$ cat src/rtl/rw_arbiter.sv
// rtl/rw_arbiter.sv - two-requester round-robin arbiter for a single memory port
// Winner's command is latched at grant; the access ends on mem_ready or after TIMEOUT cycles.
module rw_arbiter #(
  parameter int AW      = 8,
  parameter int DW      = 8,
  parameter int TIMEOUT = 15
) (
  input  logic          clk,
  input  logic          reset,
  input  logic          req_a,
  input  logic          wr_a,
  input  logic [AW-1:0] addr_a,
  input  logic [DW-1:0] wdata_a,
  input  logic          req_b,
  input  logic          wr_b,
  input  logic [AW-1:0] addr_b,
  input  logic [DW-1:0] wdata_b,
  output logic          gnt_a,
  output logic          gnt_b,
  output logic          done_a,
  output logic          done_b,
  output logic [DW-1:0] rdata,
  output logic          err,
  output logic          mem_en,
  output logic          mem_we,
  output logic [AW-1:0] mem_addr,
  output logic [DW-1:0] mem_wdata,
  input  logic [DW-1:0] mem_rdata,
  input  logic          mem_ready
);

  localparam int CW = $clog2(TIMEOUT + 1);

  localparam logic [1:0] IDLE   = 2'b00;
  localparam logic [1:0] ACCESS = 2'b01;
  localparam logic [1:0] DONE   = 2'b10;

  logic [1:0]    state;
  logic [1:0]    state_nxt;
  logic          ptr;          // 0 = A has priority, 1 = B has priority
  logic [CW-1:0] cnt;
  logic          pick_a;
  logic          timeout_hit;

  assign pick_a      = req_a && (!req_b || !ptr);
  assign timeout_hit = (cnt == CW'(TIMEOUT - 1));

  always_ff @(posedge clk or posedge reset) begin
    if (reset) state <= IDLE;
    else       state <= state_nxt;
  end

  always_comb begin
    state_nxt = IDLE;
    case (state)
      IDLE:    state_nxt = (req_a || req_b) ? ACCESS : IDLE;
      ACCESS:  state_nxt = (mem_ready || timeout_hit) ? DONE : ACCESS;
      DONE:    state_nxt = IDLE;
      default: state_nxt = IDLE;
    endcase
  end

  always_comb begin
    mem_en = (state == ACCESS);
    done_a = (state == DONE) && gnt_a;
    done_b = (state == DONE) && gnt_b;
  end

  // Grant, command latch, completion status and round-robin pointer.
  always_ff @(posedge clk or posedge reset) begin
    if (reset) begin
      ptr       <= 1'b0;
      cnt       <= '0;
      gnt_a     <= 1'b0;
      gnt_b     <= 1'b0;
      mem_we    <= 1'b0;
      mem_addr  <= '0;
      mem_wdata <= '0;
      rdata     <= '0;
      err       <= 1'b0;
    end else begin
      case (state)
        IDLE: begin
          if (req_a || req_b) begin
            gnt_a     <= pick_a;
            gnt_b     <= !pick_a;
            mem_we    <= pick_a ? wr_a    : wr_b;
            mem_addr  <= pick_a ? addr_a  : addr_b;
            mem_wdata <= pick_a ? wdata_a : wdata_b;
            cnt       <= '0;
          end
        end
        ACCESS: begin
          cnt <= cnt + CW'(1);
          if (mem_ready) begin
            if (!mem_we) rdata <= mem_rdata;
            err <= 1'b0;
          end else if (timeout_hit) begin
            err <= 1'b1;
          end
        end
        DONE: begin
          ptr   <= gnt_a;
          gnt_a <= 1'b0;
          gnt_b <= 1'b0;
        end
        default: begin
          gnt_a <= 1'b0;
          gnt_b <= 1'b0;
        end
      endcase
    end
  end

endmodule
$ cat config.mk
export PLATFORM = sky130hd
export DESIGN_NAME = rw_arbiter
export DESIGN_NICKNAME = d
export VERILOG_FILES = /design/src/rtl/rw_arbiter.sv
export SDC_FILE = /design/constraint.sdc
export NUM_CORES = 1
export LEC_CHECK = 0
export CORE_UTILIZATION = 40
export CTS_CLUSTER_SIZE = 12
export DETAILED_ROUTE_END_ITERATION = 10
export GPL_ROUTABILITY_DRIVEN = 0
export GPL_TIMING_DRIVEN = 0
export PLACE_DENSITY = 0.79
export REMOVE_ABC_BUFFERS = 1
export SETUP_SLACK_MARGIN = 0.4
export SLEW_MARGIN = 10
export SYNTH_ARGS = -nofsm -noshare
export SYNTH_HDL_FRONTEND = slang
export SYNTH_SLANG_ARGS = --single-unit
export TNS_END_PERCENT = 20
$ cat constraint.sdc
create_clock -name clk -period 3.6 [get_ports clk]
set_clock_uncertainty 0.05 [all_clocks]
set_input_delay 0.54 -clock clk [delete_from_list [all_inputs] [get_ports clk]]
set_output_delay 0.54 -clock clk [all_outputs]
set_load 0.05 [all_outputs]
# Yosys cells after proc, flatten, opt, wreduce, memory -nomap -nowiden
# Index checks and enable logic that the tools add are counted.
[word_totals] wordCells=48 reg_bits=35 input_bits=47
[classes] reduce_logical=17 add_sub_neg=1 eq_ne=4 bitwise=2 muxes=14
[op_table] op="8-bit two-way mux" count=2
[op_table] op="4-bit one-hot mux with 2 select lines" count=1
[op_table] op="2-bit AND reduction" count=4
[op_table] op="1-bit two-way mux" count=6
[op_table] op="4-bit by 1-bit adder with 4-bit output (second input constant)" count=1
[op_table] op="4-bit == test (second input constant)" count=1
[op_table] op="4-bit two-way mux" count=1
[op_table] op="1-bit one-hot mux with 2 select lines" count=2
[op_table] op="2-bit one-hot mux with 2 select lines" count=1
[op_table] op="2-bit nonzero test" count=2
[op_table] op="1-bit logical AND" count=3
[op_table] op="1-bit logical NOT" count=3
[op_table] op="1-bit logical OR" count=3
[op_table] op="3-bit AND reduction" count=1
[op_table] op="2-bit by 1-bit == test with 1-bit output (second input constant)" count=1
[op_table] op="2-bit == test (second input constant)" count=1
[op_table] op="2-bit logical NOT" count=1
[op_table] op="2-bit two-way mux" count=1
[op_table] op="2-bit != test (second input constant)" count=1
[op_table] op="1-bit NOT" count=2

# Depth between registers and ports, before layout
# Gate-level depths: netlist (run 1).
[depth] depth_word=6 ltp_mapped=5 ltp_nobuf=4

# Worst setup path after synthesis (run 1)
# No wires, ideal clock.
[synth_path] path_kind="register to output" startpoint="register gnt_a" endpoint="output done_a" required_ps=3010 path_slack_ps=1611 path_stages_with_launch=3 n_path_buf=0 t_arrival_ps=1399 path_cell_list="dfrtp_1 inv_1 nor2_1"
[synth_via] elab_chain_cells=1
[synth_lines] element="start, declared" line_no="18" rtl="output logic gnt_a,"
[synth_lines] element="start signal, assigned" line_no="85" rtl="gnt_a <= pick_a;"
[synth_lines] element="1-bit logical AND" line_no="65" rtl="done_a = (state == DONE) && gnt_a;"
[synth_lines] element="end, declared" line_no="20" rtl="output logic done_a,"
# No other way between the ends.

# Final worst setup path (run 1)
[layout_path] startpoint="register state[1]" endpoint="output mem_en"
[layout_via] elab_chain_cells=1
[layout_lines] element="start, declared" line_no="38" rtl="logic [1:0] state;"
[layout_lines] element="start signal, assigned" line_no="50" rtl="else state <= state_nxt;"
[layout_lines] element="2-bit by 1-bit == test with 1-bit output" line_no="64" rtl="mem_en = (state == ACCESS);"
[layout_lines] element="end, declared" line_no="24" rtl="output logic mem_en,"
# No other way between the ends.

==> flow_summary.yaml, run 1 <==
detailed_routing:
  wl_per_cell_um: 12.6
  wl_met3_um: 272
  routed-via-count: 1429
  ant_nets: 0
  totalWireLength_mm: 3.66
  viasPerCell: 4.93
  top_layer_used: "met4"
  drt_iter0_drc: 97
  wl_met2_mm: 1.80
  dr.pass1.iters: 4
  drcViolationCount: 0
  met1_length_mm: 1.53
critical_path:
  r2r_end: "rdata[4]"
  regToRegStartpoint: "state[1]"
  critPathCaptureType: "output pin"
  rr_worst_depth: 3
  cp-start-kind: "flip-flop"
  worst-path-max-fanout: 9
  cp_data_arrival_time_ns: 2.10
  rrSetupSlack_ns: 1.81
  crit_type: "reg2out"
  worstPathRequired_ns: 3.01
worst_hold_path:
  hold_path.class: "reg2reg"
  hold_start: "rdata[2]"
  min_to: "rdata[2]"
  hold_depth: 1
sta:
  post-route-period-util_pct: 74.7
  timing.fmax_ghz: 0.372
  timing.slew.headroom_pct: 23.1
  hold_violations: 0
  slew_viol_final: 0
  period_needed_ns: 2.69
  finalSetupViolCount: 0
  rsz0062_at_grt: "false"
  timing.hold.ws_ns: 0.456
  fin_setup_tns_ns: 0
  worstMarginPinSlew_ns: 1.15
global_routing:
  overflow: 0
  grt_pass1_wl_mm: 6.15
  grt_usage_pct: 19.0
  grt_pass1_vias: 1435
  antenna_found_initial: 0
  grt_max_degree: 36
floorplanning:
  core_um2: 3800
  pin_count: 78
  fp-row-count: 22
  initial_utilization_pct: 43.0
  die_y_um: 65.9
  die_x_um: 65.9
  die-area_um2: 4340
synthesis:
  synth_top_area_share_pct: 53.6
  synthAdderAreaFrac_pct: 1.53
  synthMuxAreaShare_pct: 5.51
  synth_xor_area_share_pct: 0.536
  synth-seq-cells: 35
  yosys_warnings: 0
  netlist_area_um2: 1630
  synth_area_leaders: "dfrtp_1 54%, inv_1 9.4%, o221ai_1 9.1%"
  synth_top_family_by_area: "compound AO/OA/AOI/OAI gates"
  avgSynthCellArea_um2: 9.96
  synth_area_leader_cell: "dfrtp_1"
  synth-simple-area-share_pct: 8.04
  synth_cells: 164
  ys_seq_area_share_pct: 53.6
  ys_types: 23
  synth_compound_area_share_pct: 19.3
run:
  maxCapViolations: 0
layout:
  nets: 290
  fin_util_pct: 66.6
  layout_common_cells: "77 x clkdlybuf4s50_1, 40 x inv_1, 35 x dfrtp_1"
  n_antenna_cell: 0
  layout_commonest_cell: "clkdlybuf4s50_1"
  final_layout_size_suffix_gt1_share_pct: 7.44
  syn2layout_area_growth_pct: 54.9
  fillers: 319
clocking:
  clock_path_buffers: 2
  cts.clk_slew.worst_paths_ns: 0.07
  cts_tree: "done"
  clock_latency_ns: 0.28
  cts_root_buffer: "clkbuf_8"
  cts_setup_buffers: 0
  cts.sinks: 35
  hold_buffers: 0
  cts_resized: 0
  cts_buffers: 5
  htree_num_levels: 2
place:
  hpwlAfterDp_mm: 2.62
  port_buffers: 77
power_and_ir_drop:
  leakage_nw: 1.17
  p_per_area_nw_per_um2: 921
  peakVddDrop_mv: 0.463
outcome:
  outcome: "completed"
power by group:
group / switching, mW / internal [mW]
combinational: 0.854 / 0.480
clock: 0.130 / 0.174
sequential: 0.117 / 0.576
total: 1.10 / 1.23
area by class of cell:
cell class / instances / area, µm² / share of cell area, %
Clock buffer: 8 / 100 / 3.95
Inverter: 41 / 154 / 6.08
Multi-Input combinational cell: 81 / 571 / 22.5
Sequential cell: 35 / 876 / 34.6
Tap cell: 48 / 60.1 / 2.37
Timing Repair Buffer: 77 / 771 / 30.4
metrics by stage:
stage | instance area [µm²] | std cells | total power, mW | worst slack (ns)
final | 2530 | 290 | 2.33 | 0.911
after global routing | 2530 | 290 | 2.47 | 0.806
after CTS | 2530 | 290 | 2.36 | 0.901
after detailed placement | 2430 | 282 | 2.05 | 1.10
after global placement | 2430 | 282 | 2.03 | 1.05
after floorplan | 1600 | 157 | 1.57 | 1.61
metal layers:
metal	track usage, %	vias to the layer above
met5	0	-
met4	9.51	0
met3	6.38	7
met2	31.5	48
met1	21.6	663
li1	-	711
worst max-delay path by stage:
stage | start | end | slack (ns) | depth (start not counted)
6_report | state[1] | mem_en | 0.91 | 3
5_1_grt | state[1] | mem_en | 0.81 | 3
4_1_cts | state[1] | mem_en | 0.90 | 3
3_5_place_dp | req_b | state[0] | 1.10 | 4
3_3_place_gp | req_b | state[0] | 1.05 | 4
2_1_floorplan | gnt_a | done_a | 1.61 | 2
sequential cells by signal (all words and copies together) (netlist names):
| signal | count |
|---|---|
| rdata | 8 |
| gnt_a | 1 |
| mem_addr | 8 |
| mem_we | 1 |
| ptr | 1 |
| cnt | 4 |
| err | 1 |
| state | 2 |
| gnt_b | 1 |
| mem_wdata | 8 |
worst max-delay path, cell delays in order (launching register included):
cell             delay, ns
dfrtp_1               0.44
nand2b_1              0.33
inv_1                 0.22
clkdlybuf4s50_1       0.83
cells in the mapped netlist:
| master | n |
|---|---|
| o21ai_0 | 20 |
| nand2b_1 | 3 |
| clkbuf_1 | 6 |
| nand2_1 | 2 |
| a21o_1 | 2 |
| nand3_1 | 5 |
| ha_1 | 2 |
| dfrtp_1 | 35 |
| o22ai_1 | 1 |
| nor2_1 | 7 |
| a31oi_1 | 1 |
| mux2_2 | 8 |
| or2_2 | 1 |
| nor3b_4 | 1 |
| inv_1 | 41 |
| buf_6 | 1 |
| o221ai_1 | 17 |
| a21oi_1 | 3 |
| nand3b_1 | 3 |
| xor2_1 | 1 |
| or3_1 | 1 |
| o211ai_1 | 2 |
| a41oi_1 | 1 |
logic make-up (layout without fill, tap and decap cells):
logic type	count (synthesis)	in the layout
buffers and inverters	48	126
AOI/OAI and AO/OA	47	47
DFF	35	35
and+or+nand+nor	23	23
muxes	8	8
adders and majority gates	2	2
xor gates and xnor gates	1	1
Power figures use the tool's default switching activity.
==> run 2: changes to the inputs <==
==> constraint.sdc (replaced) <==
create_clock -name clk -period 2.7 [get_ports clk]
set_clock_uncertainty 0.05 [all_clocks]
set_input_delay 0.405 -clock clk [delete_from_list [all_inputs] [get_ports clk]]
set_output_delay 0.405 -clock clk [all_outputs]
set_load 0.05 [all_outputs]
==> run 2 against run 1 <==
Clock power rose by 33%. Largest power group unchanged. Register-to-register slack got worse by 0.90 ns. Worst hold slack did not move. Largest cell class unchanged. Critical path depth did not move. Routed wire length barely moved. Core utilization barely moved. Sequential power rose by 33%.
==> flow_summary.yaml, run 2 (synthesized netlist as in run 1, its figures left out) <==
outcome:
  outcome: "completed"
place:
  dp.cells: 282
  dp_slack_ns: 0.334
  port_buffers: 77
  hpwlAfterDp_mm: 2.62
clocking:
  clock_latency_ns: 0.28
  htree_num_levels: 2
  cts_root_buffer: "clkbuf_8"
  cts_setup_buffers: 0
  clock_path_buffers: 2
  cts_buffers: 5
  cts_tree: "done"
  cts.clk_slew.worst_paths_ns: 0.07
  cts.sinks: 35
power_and_ir_drop:
  peakVddDrop_mv: 0.617
  design_power_total_mw: 3.10
  p_per_area_nw_per_um2: 1220
  leakage_nw: 1.19
global_routing:
  grt_usage_pct: 19.0
  grt_pass1_vias: 1435
  grt_max_degree: 36
  antenna_found_initial: 0
  overflow: 0
  grt_pass1_wl_mm: 6.15
run:
  maxCapViolations: 0
sta:
  post-route-period-util_pct: 84.7
  hold_violations: 0
  slew_viol_final: 0
  fin_setup_tns_ns: 0
  timing.slew.headroom_pct: 23.1
  period_needed_ns: 2.29
  rsz0062_at_grt: "true"
  worstMarginPinSlew_ns: 1.15
  timing.fmax_ghz: 0.437
  finalSetupViolCount: 0
  fin_ws_ns: 0.414
worst_hold_path:
  hold_depth: 1
  min_to: "rdata[2]"
  hold_start: "rdata[2]"
  hold_path.class: "reg2reg"
floorplanning:
  pin_count: 78
  die-area_um2: 4340
  die_y_um: 65.9
  die_x_um: 65.9
  fp-row-count: 22
  core_um2: 3800
  initial_utilization_pct: 43.0
detailed_routing:
  dr.pass1.iters: 4
  met1_length_mm: 1.52
  totalWireLength_mm: 3.66
  top_layer_used: "met4"
  wl_met2_mm: 1.80
  routed-via-count: 1428
  drt_iter0_drc: 97
  drcViolationCount: 0
  ant_nets: 0
  wl_met3_um: 280
  wl_per_cell_um: 12.6
  viasPerCell: 4.92
layout:
  syn2layout_area_growth_pct: 55.0
  regArea_um2: 876
  nets: 290
  layout_common_cells: "75 x clkdlybuf4s50_1, 40 x inv_1, 35 x dfrtp_1"
  final_layout_size_suffix_gt1_share_pct: 7.44
  layout_commonest_cell: "clkdlybuf4s50_1"
  multiInputGateArea_um2: 571
  layout.cells.non_filler: 290
  fillers: 318
  reg_top3: "mem_addr (8), mem_wdata (8), rdata (8)"
  n_antenna_cell: 0
critical_path:
  rr_worst_depth: 3
  worstPathRequired_ns: 2.25
  regToRegStartpoint: "state[1]"
  critPathCaptureType: "output pin"
  worst-path-max-fanout: 9
  rrSetupSlack_ns: 0.91
  crit_type: "reg2out"
  cp_data_arrival_time_ns: 1.83
  r2r_end: "rdata[4]"
  cp-start-kind: "flip-flop"
==> run 2: changes by cell type in the layout (fill, tap and decap cells not counted), sizes merged <==
cell           before  now
dlymetal6s2s        0    1
dlygate4sd2         0    1
clkdlybuf4s50      77   75
==> run 2: worst max-delay path by stage <==
stage / from / to / slack, ns / cells after the start
floorplan: gnt_a / done_a / 0.85 / 2
global placement: req_b / state[0] / 0.29 / 4
detailed placement: req_b / state[0] / 0.33 / 4
CTS: state[0] / done_a / 0.34 / 3
global route: state[1] / mem_en / 0.32 / 3
finish: state[0] / done_b / 0.41 / 3
==> run 2: metal layers <==
| layer | global-route usage (%) | vias up |
|---|---|---|
| li1 | - | 711 |
| met5 | 0 | - |
| met2 | 31.5 | 50 |
| met3 | 6.38 | 7 |
| met1 | 21.6 | 660 |
| met4 | 9.51 | 0 |
==> run 2: cell type report <==
cell class / count / area share (%)
clock buffers: 8 / 3.95
multi-input cells: 81 / 22.5
flip-flops and latches: 35 / 34.6
inverters: 41 / 6.08
well taps: 48 / 2.37
repair buffers: 77 / 30.5
==> run 2: power breakdown <==
group          switching, mW  internal, mW
logic                   1.14         0.634
registers              0.155         0.768
clock network          0.173         0.233
==> run 2: timing repair <==
item | in CTS | in global routing
hold buffers | 0 | 0
resized for setup | 1 | 1
hold endpoints to repair | 0 | 0
setup endpoints to repair | 2 | 3
==> run 2: through the flow <==
| step | utilization, % | hold slack (ns) | area [µm²] |
|---|---|---|---|
| after global routing | 66.7 | 0.481 | 2530 |
| after global placement | 64.0 | 0.438 | 2430 |
| after CTS | 66.6 | 0.460 | 2530 |
| after detailed placement | 64.0 | 0.445 | 2430 |
| after floorplan | - | 0.413 | 1600 |
| final | 66.7 | 0.456 | 2530 |
==> run 2: worst max-delay path, stage by stage (launching register included) <==
cell,delay [ns]
dfrtp_1,0.45
nand2b_1,0.21
nor2_1,0.09
clkdlybuf4s50_1,0.80
==> run 3: changes to the inputs <==
==> constraint.sdc (replaced) <==
create_clock -name clk -period 2.25 [get_ports clk]
set_clock_uncertainty 0.05 [all_clocks]
set_input_delay 0.3375 -clock clk [delete_from_list [all_inputs] [get_ports clk]]
set_output_delay 0.3375 -clock clk [all_outputs]
set_load 0.05 [all_outputs]
==> run 3 against run 2 <==
Die area unchanged. Flip-flop and latch count unchanged. Sequential power up 20%. Critical path depth unchanged. Setup slack worse by 0.038 ns. Power up 20%. Register-to-register slack worse by 0.39 ns. Largest cell class unchanged. Final cell count unchanged. Clock power up 20%. Critical endpoint is now mem_en.
==> flow_summary.yaml, run 3 (synthesized netlist as in run 1, its figures left out) <==
sta:
  hold_violations: 0
  worstMarginPinSlew_ns: 0.701
  timing.fmax_ghz: 0.534
  period_needed_ns: 1.87
  rsz0062_at_grt: "true"
  timing.slew.headroom_pct: 53.2
  timing.hold.ws_ns: 0.442
  slew_viol_final: 0
  finalSetupViolCount: 0
  post-route-period-util_pct: 83.3
floorplanning:
  die_x_um: 65.9
  fp-row-count: 22
  pin_count: 78
  core_um2: 3800
  die-area_um2: 4340
  die_y_um: 65.9
  initial_utilization_pct: 43.0
outcome:
  outcome: "completed"
global_routing:
  grt_usage_pct: 19.0
  grt_pass1_wl_mm: 6.15
  grt_max_degree: 36
  grt_pass1_vias: 1435
  antenna_found_initial: 0
  overflow: 0
clocking:
  clock_path_buffers: 2
  cts.clk_slew.worst_paths_ns: 0.07
  clock_latency_ns: 0.28
  cts_tree: "done"
  cts_buffers: 5
  cts_root_buffer: "clkbuf_8"
  cts.sinks: 35
  cts_setup_buffers: 0
  htree_num_levels: 2
critical_path:
  path_buf_inv: 2
  worstPathCellList: "nand2b_2 > inv_1 > buf_2"
  slowest_delay_ns: 0.44
  rr_worst_depth: 3
  crit_type: "reg2out"
  worst-path-max-fanout: 9
  worstPathRequired_ns: 1.86
  critPathCaptureType: "output pin"
  crit_cells: 3
  crit_slowest_cell: "dfrtp_1"
  path_delay_family: "buffers and inverters"
  cp_data_arrival_time_ns: 1.49
  cp-start-kind: "flip-flop"
layout:
  layout_common_cells: "73 x clkdlybuf4s50_1, 40 x inv_1, 35 x dfrtp_1"
  fin_util_pct: 66.9
  multiInputGateArea_um2: 586
  final_layout_size_suffix_gt1_share_pct: 10.3
  reg_top3: "mem_addr (8), mem_wdata (8), rdata (8)"
  regArea_um2: 876
  syn2layout_area_growth_pct: 55.4
  fillers: 316
  layout_commonest_cell: "clkdlybuf4s50_1"
  n_antenna_cell: 0
  layout.cells.non_filler: 290
  nets: 290
power_and_ir_drop:
  peakVddDrop_mv: 0.745
  p_per_area_nw_per_um2: 1470
  design_power_total_mw: 3.73
  leakage_nw: 1.19
detailed_routing:
  drcViolationCount: 0
  drt_iter0_drc: 107
  dr.pass1.iters: 4
  totalWireLength_mm: 3.69
  routed-via-count: 1442
  viasPerCell: 4.97
  ant_nets: 0
  wl_per_cell_um: 12.7
place:
  hpwlAfterDp_mm: 2.62
  port_buffers: 77
  dp.cells: 282
run:
  maxCapViolations: 0
worst_hold_path:
  hold_path.class: "in2async"
[run 3: cell types whose count changed in the layout (fill, tap and decap cells not counted)]
cell / delta
buf_2: +2
clkdlybuf4s50_1: -2
nand3_1: -2
nand3_2: +2
clkdlybuf4s15_2: +1
dlygate4sd2_1: -1
nand2b_1: -1
nand2b_2: +1
nor2_1: -1
nor2_2: +1
[run 3: metrics by stage]
stage / area [µm²] / setup WS (ns) / setup TNS, ns
final: 2540 / 0.376 / 0
after global routing: 2540 / 0.300 / 0
after CTS: 2530 / 0.274 / 0
after detailed placement: 2430 / -0.0485 / -0.0485
after global placement: 2430 / -0.0945 / -0.125
after floorplan: 1600 / 0.464 / 0
[run 3: path summary, 6_finish.rpt]
check / startpoint / end / slack, ns
worst max-delay path: state[1] / mem_en / 0.38
worst min-delay path: reset / rdata[0] / 0.44
worst max register to register: state[1] / rdata[4] / 0.52
worst min register to register: rdata[2] / rdata[2] / 0.46
max in group asynchronous: reset / mem_wdata[3] / 1.26
min in group clk: rdata[2] / rdata[2] / 0.46
[run 3: final cells by class]
| class | count | area share [%] |
|---|---|---|
| Inverter | 41 | 6.06 |
| Tap cell | 48 | 2.36 |
| Multi-Input combinational cell | 81 | 23.1 |
| Timing Repair Buffer | 77 | 30.1 |
| Sequential cell | 35 | 34.5 |
| Clock buffer | 8 | 3.94 |
[run 3: power breakdown]
| part | leakage (nW) | switching, mW | internal [mW] |
|---|---|---|---|
| clock | 0.0515 | 0.208 | 0.279 |
| combinational | 0.702 | 1.37 | 0.761 |
| sequential | 0.434 | 0.188 | 0.922 |
| total | 1.19 | 1.77 | 1.96 |
[run 3: per-layer routing]
layer	vias up	share of wire, %	GRT usage (%)
li1	712	-	-
met1	676	42	21.6
met2	47	49	31.5
met3	7	7.4	6.38
met4	0	1.6	9.51
met5	-	0	0
[run 3: what timing repair did]
action,4_1_cts,5_1_grt
pin swaps,0,0
endpoints found under the setup margin,24,41
hold buffers,0,0
gates cloned,0,0
resized for setup,14,4
[run 3: worst reg2reg max path, delay by kind of cell, from the launching register on]
family,cells,cell delay (ns)
flip-flops,1,0.44
multiplexers,1,0.39
AND/OR/NAND/NOR,2,0.73
